$ cat src/rtl/serial_pattern_detector.sv
// Serial pattern detector: shifts accepted bits into a history register, pulses match on
// a PATTERN hit and keeps a saturating, clearable match count.
module serial_pattern_detector #(
  parameter int unsigned PATTERN_LEN = 4,
  parameter logic [31:0] PATTERN     = 32'b1011,
  parameter bit          OVERLAP     = 1'b1,
  parameter int unsigned CNT_W       = 8
) (
  input  logic             clk,
  input  logic             reset,
  input  logic             bit_in,
  input  logic             bit_valid,
  input  logic             clear_count,
  output logic             match,
  output logic [CNT_W-1:0] match_count,
  output logic             count_sat
);

  localparam int unsigned            FW      = $clog2(PATTERN_LEN + 1);
  localparam logic [PATTERN_LEN-1:0] PAT     = PATTERN[PATTERN_LEN-1:0];
  localparam logic [FW-1:0]          FULL    = FW'(PATTERN_LEN);
  localparam logic [CNT_W-1:0]       CNT_MAX = '1;

  typedef enum logic {FILL, DETECT} state_t;

  state_t                 state;
  logic [FW-1:0]          fill_cnt;
  logic [PATTERN_LEN-1:0] history;
  logic [PATTERN_LEN-1:0] hist_nxt;
  logic [FW-1:0]          fill_nxt;
  logic                   armed;
  logic                   hit;

  // The bit that completes the fill is compared in the same cycle, hence armed looks ahead.
  always_comb begin
    hist_nxt = {history[PATTERN_LEN-2:0], bit_in};
    fill_nxt = fill_cnt + 1'b1;
    armed    = (state == DETECT) || (fill_nxt == FULL);
    hit      = bit_valid && armed && (hist_nxt == PAT);
  end

  always_ff @(posedge clk) begin
    if (reset) begin
      state       <= FILL;
      fill_cnt    <= '0;
      history     <= '0;
      match       <= 1'b0;
      match_count <= '0;
      count_sat   <= 1'b0;
    end else begin
      match <= hit;
      if (bit_valid) begin
        history <= hist_nxt;
        if (state == FILL) begin
          fill_cnt <= fill_nxt;
          if (fill_nxt == FULL) state <= DETECT;
        end
        if (hit && !OVERLAP) begin
          fill_cnt <= '0;
          state    <= FILL;
        end
      end
      // Clear wins over a coincident increment; the match pulse is unaffected.
      if (clear_count) begin
        match_count <= '0;
        count_sat   <= 1'b0;
      end else if (hit && match_count != CNT_MAX) begin
        match_count <= match_count + 1'b1;
        if (match_count == CNT_MAX - 1'b1) count_sat <= 1'b1;
      end
    end
  end

endmodule
$ cat config.mk
export PLATFORM = sky130hd
export DESIGN_NAME = serial_pattern_detector
export DESIGN_NICKNAME = d
export VERILOG_FILES = /design/src/rtl/serial_pattern_detector.sv
export SDC_FILE = /design/constraint.sdc
export NUM_CORES = 1
export LEC_CHECK = 0
export ABC_CLOCK_PERIOD_IN_PS = 2340
export BUFFER_PORTS_ARGS = -buffer_cell sky130_fd_sc_hd__buf_4
export CORE_MARGIN = 8
export CORE_UTILIZATION = 45
export DETAILED_ROUTE_END_ITERATION = 6
export PLACE_DENSITY = 0.67
export SLEW_MARGIN = 20
export SYNTH_ARGS = -nofsm -noshare
export SYNTH_HDL_FRONTEND = slang
export SYNTH_SLANG_ARGS = --single-unit
$ cat constraint.sdc
create_clock -name clk -period 2.34 [get_ports clk]
set_clock_uncertainty 0.1 [all_clocks]
set_input_delay 0.234 -clock clk [delete_from_list [all_inputs] [get_ports clk]]
set_output_delay 0.234 -clock clk [all_outputs]
set_load 0.05 [all_outputs]
# ---- Word level (Yosys, flattened, before mapping)
# Index checks and enable logic that the tools add are counted.
dict set report word_totals {
  in_bits 5
  wordCells 22
  out_inout_bits 10
  regBits 17
}
dict set report op_classes {
  muxes 2
  n_reduce_logical 7
  bitwise_logic 1
  n_addsub 2
  n_eq_ne 4
}
# cell n
set ops {}
lappend ops {{adder 8 x 1 -> 8 bit, second input constant} 1}
lappend ops {{== test 8 bit, second input constant} 1}
lappend ops {{inequality test 8 bit, second input constant} 1}
lappend ops {{== test 4 bit, second input constant} 1}
lappend ops {{AND reduction 2 bit} 2}
lappend ops {{adder 3 x 1 -> 3 bit, second input constant} 1}
lappend ops {{== test 3 bit, second input constant} 1}
lappend ops {{logical AND 1 bit} 3}
lappend ops {{2-to-1 mux 1 bit} 2}
lappend ops {{OR reduction 2 bit} 1}
lappend ops {{logical OR 1 bit} 1}
lappend ops {{NOT 1 bit} 1}

# ---- Depth between registers and ports, before layout
# Gate-level depths: netlist of run 1.
dict set report depth {
  word_depth 7
  ltp_mapped 6
  ltp_nobuf 5
}

# ---- Least setup slack after synthesis of run 1
# Ideal clock, no wire load.
dict set report synth_path {
  path_kind {flip-flop to flip-flop}
  startpoint {reg match_count[2]}
  endpoint {reg match_count[7]}
  path_stages_with_launch 5
  n_path_buf 0
  t_arrival_ps 1816
  path_slack_ps 303
  path_cell_list {dfxtp_1 nand3_1 or3_1 nor4_1 mux2_2}
}
dict set report synth_via {
  elab_chain_cells 2
  word_cells_on_any_way 3
}
# element line_no
set synth_rtl {}
lappend synth_rtl {{start, declared} 15} ;# output logic [CNT_W-1:0] match_count,
lappend synth_rtl {{start signal, assigned} 68} ;# match_count <= match_count + 1'b1;
lappend synth_rtl {{branches (longest 2 deep; another with adder 8 x 1 -> 8 bit)} n/a}
# Several ways; the timed one is not identified.
# A chain may end at the register's enable or synchronous reset.

# ---- Worst setup path in the final report of run 1
dict set report layout_path {
  startpoint {reg fill_cnt[0]}
  endpoint {reg match_count[6]}
}
dict set report layout_via {
  elab_chain_cells 6
}
# element line_no
set layout_rtl {}
lappend layout_rtl {{start, declared} 27} ;# logic [FW-1:0] fill_cnt;
lappend layout_rtl {{start signal, assigned} 55} ;# fill_cnt <= fill_nxt;
lappend layout_rtl {{adder 3 x 1 -> 3 bit} 37} ;# fill_nxt = fill_cnt + 1'b1;
lappend layout_rtl {{== test 3 bit} 38} ;# armed = (state == DETECT) || (fill_nxt == FULL);
lappend layout_rtl {{logical OR 1 bit} 38}
lappend layout_rtl {{logical AND 1 bit (2 in series)} 39} ;# hit = bit_valid && armed && (hist_nxt == PAT);
lappend layout_rtl {{logical AND 1 bit} 67} ;# end else if (hit && match_count != CNT_MAX) begin
# Every way passes these cells.

==> results of run 1 <==
[synthesized netlist by cell type]
cell type / number
a311oi_1: 1
nor2_1: 12
clkbuf_1: 4
nand3_1: 3
ha_1: 4
and3_1: 4
nand2_2: 1
nand4b_1: 1
nand2_1: 4
dfxtp_1: 17
nor3_1: 4
mux2_2: 2
nor4_1: 1
or3_4: 1
a21o_1: 1
a31oi_1: 3
xor2_1: 2
a31o_2: 1
o41ai_1: 1
or4_1: 3
nor2b_1: 1
or2_2: 1
a21oi_1: 8
nand4_1: 1
o31ai_1: 4
a211oi_1: 1
mux2i_1: 3
nand2b_1: 1
buf_6: 1
and4b_1: 1
inv_1: 4
xnor2_1: 1
or3_1: 1
[state kept, by name, indices dropped and copies added (netlist names)]
signal and flops:
count_sat 1, match 1, fill_cnt 3, history 3
match_count 8, state 1
[routing by layer]
metal	track usage (%)	routed length [microns]	vias to the layer above
met5	0	0	-
met2	16.2	753	8
li1	-	-	383
met4	5.10	13	0
met1	12.7	871	337
met3	2.17	54	2
[cells by family after synthesis]
kind of cell | share of synthesized area, %
multiplexers | 6.13
AND/OR/NAND/NOR | 25.3
adder cells (fa/ha/maj) | 5.84
XOR/XNOR | 3.07
buffers and inverters | 4.82
flip-flops | 39.7
AO/OA/AOI/OAI | 15.2
[worst min-delay path by stage]
| stage | end | startpoint | slack (ps) |
|---|---|---|---|
| floorplan | history[2]$_SDFFE_PP0P_ | bit_valid | 290 |
| detailed placement | count_sat$_SDFFE_PP0P_ | count_sat$_SDFFE_PP0P_ | 360 |
| global placement | count_sat$_SDFFE_PP0P_ | count_sat$_SDFFE_PP0P_ | 350 |
| finish | history[0]$_SDFFE_PP0P_ | reset | 70 |
| CTS | history[0]$_SDFFE_PP0P_ | reset | 60 |
| global route | fill_cnt[0]$_SDFFE_PP0P_ | reset | 70 |
[cell usage in the layout (no fill, tap or decap), drive strengths merged]
cell type / synthesis / routed
mux2: 2 / 2
nand2: 5 / 5
nor2b: 1 / 1
a21oi: 8 / 8
a31o: 1 / 1
a311oi: 1 / 1
nor2: 12 / 12
nand4b: 1 / 1
o31ai: 4 / 4
and3: 4 / 4
or3: 2 / 2
xor2: 2 / 2
dfxtp: 17 / 17
xnor2: 1 / 1
ha: 4 / 4
inv: 4 / 4
nor3: 4 / 4
mux2i: 3 / 3
nand3: 3 / 3
or2: 1 / 1
clkinvlp: 0 / 1
nor4: 1 / 1
clkbuf: 4 / 3
nand4: 1 / 1
a21o: 1 / 1
and4b: 1 / 1
nand2b: 1 / 1
o41ai: 1 / 1
a211oi: 1 / 1
a31oi: 3 / 3
buf: 1 / 14
or4: 3 / 3
[worst register-to-register path, cell delays in order, from the launching register on]
cell and delay [ps]:
dfxtp_1 350, ha_1 220, xor2_1 150, a21oi_1 620, nor3_1 150, mux2_2 300
[layout make-up]
type,instances,area [sq um]
Tap cell,25,31.3
Clock buffer,3,22.5
Inverter,4,15.0
Clock inverter,1,7.51
Timing Repair Buffer,14,105
Multi-Input combinational cell,72,475
Fill cell,193,767
Sequential cell,17,340
[stage by stage]
stage	utilization, %	area [sq um]	hold WS (ps)	std cells	total power [W]
after CTS	56.5	997	58.1	136	0.000495
after global placement	54.8	967	352	132	0.000334
after global routing	56.5	997	67.1	136	0.000508
final	56.5	997	71.7	136	0.000488
after floorplan	-	857	286	98	0.000325
after detailed placement	54.8	967	359	132	0.000335
[power groups by stage]
stage	Sequential (W)	Combinational, W	Clock, W
2_1_floorplan	0.000305	0.0000197	0
3_3_place_gp	0.000306	0.0000284	0
3_5_place_dp	0.000306	0.0000292	0
4_1_cts	0.000300	0.0000295	0.000166
5_1_grt	0.000300	0.0000328	0.000176
6_report	0.000299	0.0000292	0.000160
==> run summary, run 1 <==
==================================================================================
Slew HR                                                                      49.6%
CTS Buf Count                                                                    3
Minimum period implied by the final worst setup slack                      2000 ps
Worst hold path type                                                     in -> reg
Drc violations                                                                   0
CTS-repair resized insts                                                         0
Setup repair bufs after CTS                                                      0
Instance count of the mapped netlist                                            98
Max Clock Freq                                                           0.501 GHz
Clk pin slew, worst setup/hold paths                                        110 ps
Worst R2R End                                                         match_count[6]$_SDFFE_PP0P_
Fraction of power consumed by the clock network                              32.7%
NumNets Final                                                                  121
Pre-CTS setup slack                                                         348 ps
Worst setup path endpoint                                             match_count[6]$_SDFFE_PP0P_
Via count of the first global-routing pass                                     659
Clock tree from TritonCTS                                                      yes
CP max stage cell                                                          a21oi_1
Cell at the root of the clock tree                                        clkbuf_4
Total setup violations reported at the end of the flow                           0
Maximum resistive drop on vdd                                             0.365 mV
Number of iterations in the first detailed-routing pass                          4
Count of warnings emitted by yosys                                               0
Total core area                                                         1760 sq um
Cell area power density                                                489 nW/um^2
Switch share                                                                 23.4%
DR vias/cell                                                                  5.37
Worst Tran Pin Value                                                        756 ps
Routed Wire Length                                                    1690 microns
Internal power component                                                0.000374 W
Area growth from synthesis to final layout                                   16.4%
Post-CTS Hold Fix Bufs                                                           0
Combined buffer and inverter count along the critical path                       0
I/O Pins                                                                        15
Mean cell area of the mapped netlist                                    8.75 sq um
Post-DR wirelength/cell                                               12.4 microns
Sink count of the clock tree                                                    17
Initial antenna violation count                                                  0
Period utilisation layout                                                    85.3%
Sequential cell area fraction in the yosys report                            39.7%
Placed wire-length estimate after detailed placement                  1280 microns
Site Rows                                                                       15
Proportion of power drawn by combinational gates                              6.0%
IO buf count                                                                    14
Number of register bits inferred by synthesis                                   17
Post-Syn Area                                                            857 sq um
Number of vias after detailed routing                                          730
Setup slack of the worst register-to-register path                          340 ps
Fin worst setup slack                                                       344 ps
Cell count of the worst reg-to-reg path                                          5
Area leader, netlist                                                       dfxtp_1
Total congestion overflow                                                        0
Total nets after synthesis                                                     107
Library cells used by synthesis                                                 33
Horiz. Die Dim                                                        59.6 microns
Crit path from                                                        fill_cnt[0]$_SDFFE_PP0P_
Run status                                                            finished, final reports clean
Number of max-slew violations in the final report                                0
Dominant cells by area after synthesis                                dfxtp_1 40%, ha_1 5.8%, nor2_1 5.3%, a21oi_1 4.7%, mux2i_1 3.5%
Crit end category                                                         register
Area share of the largest cell type after synthesis                          39.7%
GRT Total Usage                                                              10.3%
Pin count of the biggest net entering global routing                            13
H-tree depth                                                                     1
Later-pin clock latency in the skew report                                  290 ps
Relative contribution of sequential cells to total power                     61.3%
Kind of start point of the critical path                                  register
Die outline area                                                        3560 sq um
Buffers from clock root to sink, at most                                         2
Die Y                                                                 59.6 microns
Detailed Route Iter0 Violations                                                 11
Share of final-layout standard cells stronger than drive strength 1          21.6%
Count of final hold-check violations                                             0
Antenna fix cells                                                                0
Crit Path Category                                                      reg -> reg
RePlAce Congestion                                                           0.794
Worst EP arrival                                                           2080 ps
Total number of cells along the worst setup path                                 5
Initial core utilization                                                     48.6%
Ordered list of cells on the worst path                               ha_1 > xor2_1 > a21oi_1 > nor3_1 > mux2_2
Startpoint of the most critical register-to-register path             fill_cnt[0]$_SDFFE_PP0P_
Max Fanout on Critical Path                                                     12
Depth of the worst hold-timing path                                              2
Leakage power                                                             0.399 nW
First-pass GRT wire length                                            2850 microns
Psw                                                                     0.000114 W
Slowest stage delay, CP                                                     620 ps
Data required time at the worst endpoint                                   2420 ps
RSZ-0062 raised after global routing                                            no
Antenna-violating nets left                                                      0
Number of max-cap violations                                                     0
Post-route setup TNS                                                          0 ps
Largest delay share family, worst path                                compound AO/OA/AOI/OAI gates
==================================================================================
No activity file was read; power rests on OpenSTA's default activity.
==> run 2: changes to the inputs <==
- ABC_AREA: default -> 1
- CORE_MARGIN: 8 -> default
==> run summary, run 2 <==
==========================================================================================
Number of register bits inferred by synthesis                                           17
Later-pin clock latency in the skew report                                          280 ps
Biggest registers after layout                                                match_count x8, fill_cnt x3, history x3
Drc violations                                                                           0
Kind of start point of the critical path                                          register
CTS-repair resized insts                                                                 0
Max Fanout on Critical Path                                                             10
Total core area                                                                 1820 sq um
Share of synthesized cell area in full adder, half adder and majority cells          5.49%
Horiz. Die Dim                                                                47.0 microns
Finished Layout Cells                                                                  170
CTS Buf Count                                                                            3
Largest register by flop count                                                 match_count
Crit end category                                                                 register
Leading register cell type out of synthesis                                        dfxtp_1
Sequential cell area fraction in the yosys report                                    37.3%
Clk pin slew, worst setup/hold paths                                                 90 ps
NumNets Final                                                                          155
Slew HR                                                                              79.9%
Post-route setup TNS                                                                  0 ps
Total power                                                                     0.000482 W
Clock tree from TritonCTS                                                              yes
Async set-or-reset flop fraction in the synthesized netlist                             0%
Most common cell after layout, fill and taps aside                                 nand2_1
Maximum resistive drop on vdd                                                     0.396 mV
Routed Wire Length                                                            1730 microns
Number of iterations in the first detailed-routing pass                                  4
Post-DR wirelength/cell                                                       10.2 microns
Cell at the root of the clock tree                                                clkbuf_4
Minimum period implied by the final worst setup slack                              1540 ps
First-pass GRT wire length                                                    2930 microns
Placed wire-length estimate after detailed placement                          1360 microns
Setup repair bufs after CTS                                                              0
Total congestion overflow                                                                0
Startpoint of the most critical register-to-register path                     match_count[1]$_SDFFE_PP0P_
Cell count of the worst reg-to-reg path                                                  7
Run status                                                                    finished, final reports clean
Post-CTS Hold Fix Bufs                                                                   0
Setup slack of the worst register-to-register path                                  800 ps
IO buf count                                                                            14
Number of max-cap violations                                                             0
Pin count of the biggest net entering global routing                                    11
Most frequent cell after synthesis                                                 nand2_1
Area share of the largest cell type after synthesis                                  37.3%
Multiplexer share of the synthesized area                                               0%
Detailed Route Iter0 Violations                                                         10
Area leader, netlist                                                               dfxtp_1
I/O Pins                                                                                15
Depth of the worst hold-timing path                                                      2
Cell area power density                                                        451 nW/um^2
Instance count of the mapped netlist                                                   128
Die outline area                                                                2210 sq um
Leading cell types in the layout, fill and taps excluded                      32 x nand2_1, 18 x inv_1, 17 x dfxtp_1
Compound-cell area share of the yosys netlist                                        13.6%
RePlAce Congestion                                                                   0.763
Flip-flop count of the largest register after layout                                     8
Period utilisation layout                                                            65.9%
Buffers from clock root to sink, at most                                                 2
Initial antenna violation count                                                          0
Worst EP arrival                                                                   1650 ps
Worst Tran Pin Value                                                                301 ps
Post-placement cell area                                                        1040 sq um
RSZ-0062 raised after global routing                                                    no
Slowest stage delay, CP                                                             420 ps
Die Y                                                                         47.0 microns
Leakage power                                                                     0.450 nW
CP max stage cell                                                                  dfxtp_1
Combinational family with the most area after synthesis                       simple AND/OR/NAND/NOR gates
Library cells used by synthesis                                                         21
Number of max-slew violations in the final report                                        0
Count of warnings emitted by yosys                                                       0
Commonest cells in the synthesized netlist                                    32 x nand2_1, 18 x inv_1, 17 x dfxtp_1
Mean cell area of the mapped netlist                                            7.13 sq um
Worst R2R End                                                                 match_count[1]$_SDFFE_PP0P_
Crit Path Category                                                              reg -> reg
Data required time at the worst endpoint                                           2450 ps
Count of final hold-check violations                                                     0
Dominant cells by area after synthesis                                        dfxtp_1 37%, nand2_1 13%, a21oi_1 7.7%, inv_1 7.4%, nand3_1 7.1%
Share of final-layout standard cells stronger than drive strength 1                  17.2%
Via count of the first global-routing pass                                             716
Total nets after synthesis                                                             137
EDFF count, synth                                                                        0
Post-layout instance area                                                       1070 sq um
Sink count of the clock tree                                                            17
Area growth from synthesis to final layout                                           17.3%
Total setup violations reported at the end of the flow                                   0
Max Clock Freq                                                                   0.648 GHz
GRT Total Usage                                                                      18.7%
Hold endpoint                                                                 history[0]$_SDFFE_PP0P_
H-tree depth                                                                             1
XOR/XNOR share of the synthesized area                                               1.92%
Cell total after placement                                                             166
DR vias/cell                                                                          4.92
Ordered list of cells on the worst path                                       ha_1 > inv_1 > nor2_4 > nand2_4 > nand3_4 > nand2_1 > a21oi_1
Number of vias after detailed routing                                                  836
Worst hold path type                                                             in -> reg
Hold_sp                                                                              reset
Post-Syn Area                                                                    912 sq um
Site Rows                                                                               15
Post-Synth Simple-Gate Area                                                          33.3%
Antenna-violating nets left                                                              0
Antenna fix cells                                                                        0
Initial core utilization                                                             50.1%
==========================================================================================
-- run 2: critical path, delay by kind of cell, from the launching register on --
| family | cells | cell delay, ps |
|---|---|---|
| simple gates | 4 | 460 |
| compound gates | 1 | 150 |
| buf+inv | 1 | 90 |
| fa+ha+maj | 1 | 250 |
| flops | 1 | 420 |
-- run 2: area by class of cell --
class                   count  area [sq um]
inverters                  19          71.3
fillers                   176           751
repair buffers             14           105
clock buffers               4          26.3
well taps                  25          31.3
flip-flops and latches     17           340
multi-input cells          91           495
-- run 2: how the worst max path moves through the flow --
stage	startpoint	end	slack [ps]	depth (start not counted)
5_1_grt	match_count[1]$_SDFFE_PP0P_	match_count[0]$_SDFFE_PP0P_	660	7
3_3_place_gp	match_count[1]$_SDFFE_PP0P_	match_count[3]$_SDFFE_PP0P_	850	7
6_report	match_count[1]$_SDFFE_PP0P_	match_count[1]$_SDFFE_PP0P_	800	7
3_5_place_dp	match_count[0]$_SDFFE_PP0P_	match_count[1]$_SDFFE_PP0P_	810	7
2_1_floorplan	match_count[1]$_SDFFE_PP0P_	match_count[3]$_SDFFE_PP0P_	570	7
4_1_cts	match_count[1]$_SDFFE_PP0P_	match_count[1]$_SDFFE_PP0P_	790	7
-- run 2: per-layer routing --
layer	routed length, microns	vias up	share of wire [%]	track usage (%)
met5	0	-	0	0
met4	15	0	0.87	6.86
met3	45	2	2.6	3.46
met2	791	9	46	28.3
met1	879	377	51	26.3
li1	-	448	-	-
-- run 2: stage by stage --
step / setup slack (ps) / util [%] / hold slack [ps]
floorplan: 568 / - / 203
global placement: 850 / 57.3 / 342
detailed placement: 814 / 57.3 / 349
CTS: 791 / 58.8 / 42.7
global route: 660 / 58.8 / 47.0
finish: 798 / 58.8 / 55.8
-- run 2: cell families (layout without fill, tap and decap cells) --
kind of cell    Yosys count  after routing
simple gates             64             64
flops                    17             17
xor+xnor                  2              2
buf+inv                  20             37
fa+ha+maj                 4              4
compound gates           21             21
-- run 2: power by group --
group	switching (W)	internal [W]	total, W	leakage, nW
logic	0.0000183	0.0000123	0.0000307	0.297
registers	0.00000440	0.000296	0.000301	0.138
clock network	0.0000848	0.0000661	0.000151	0.0150
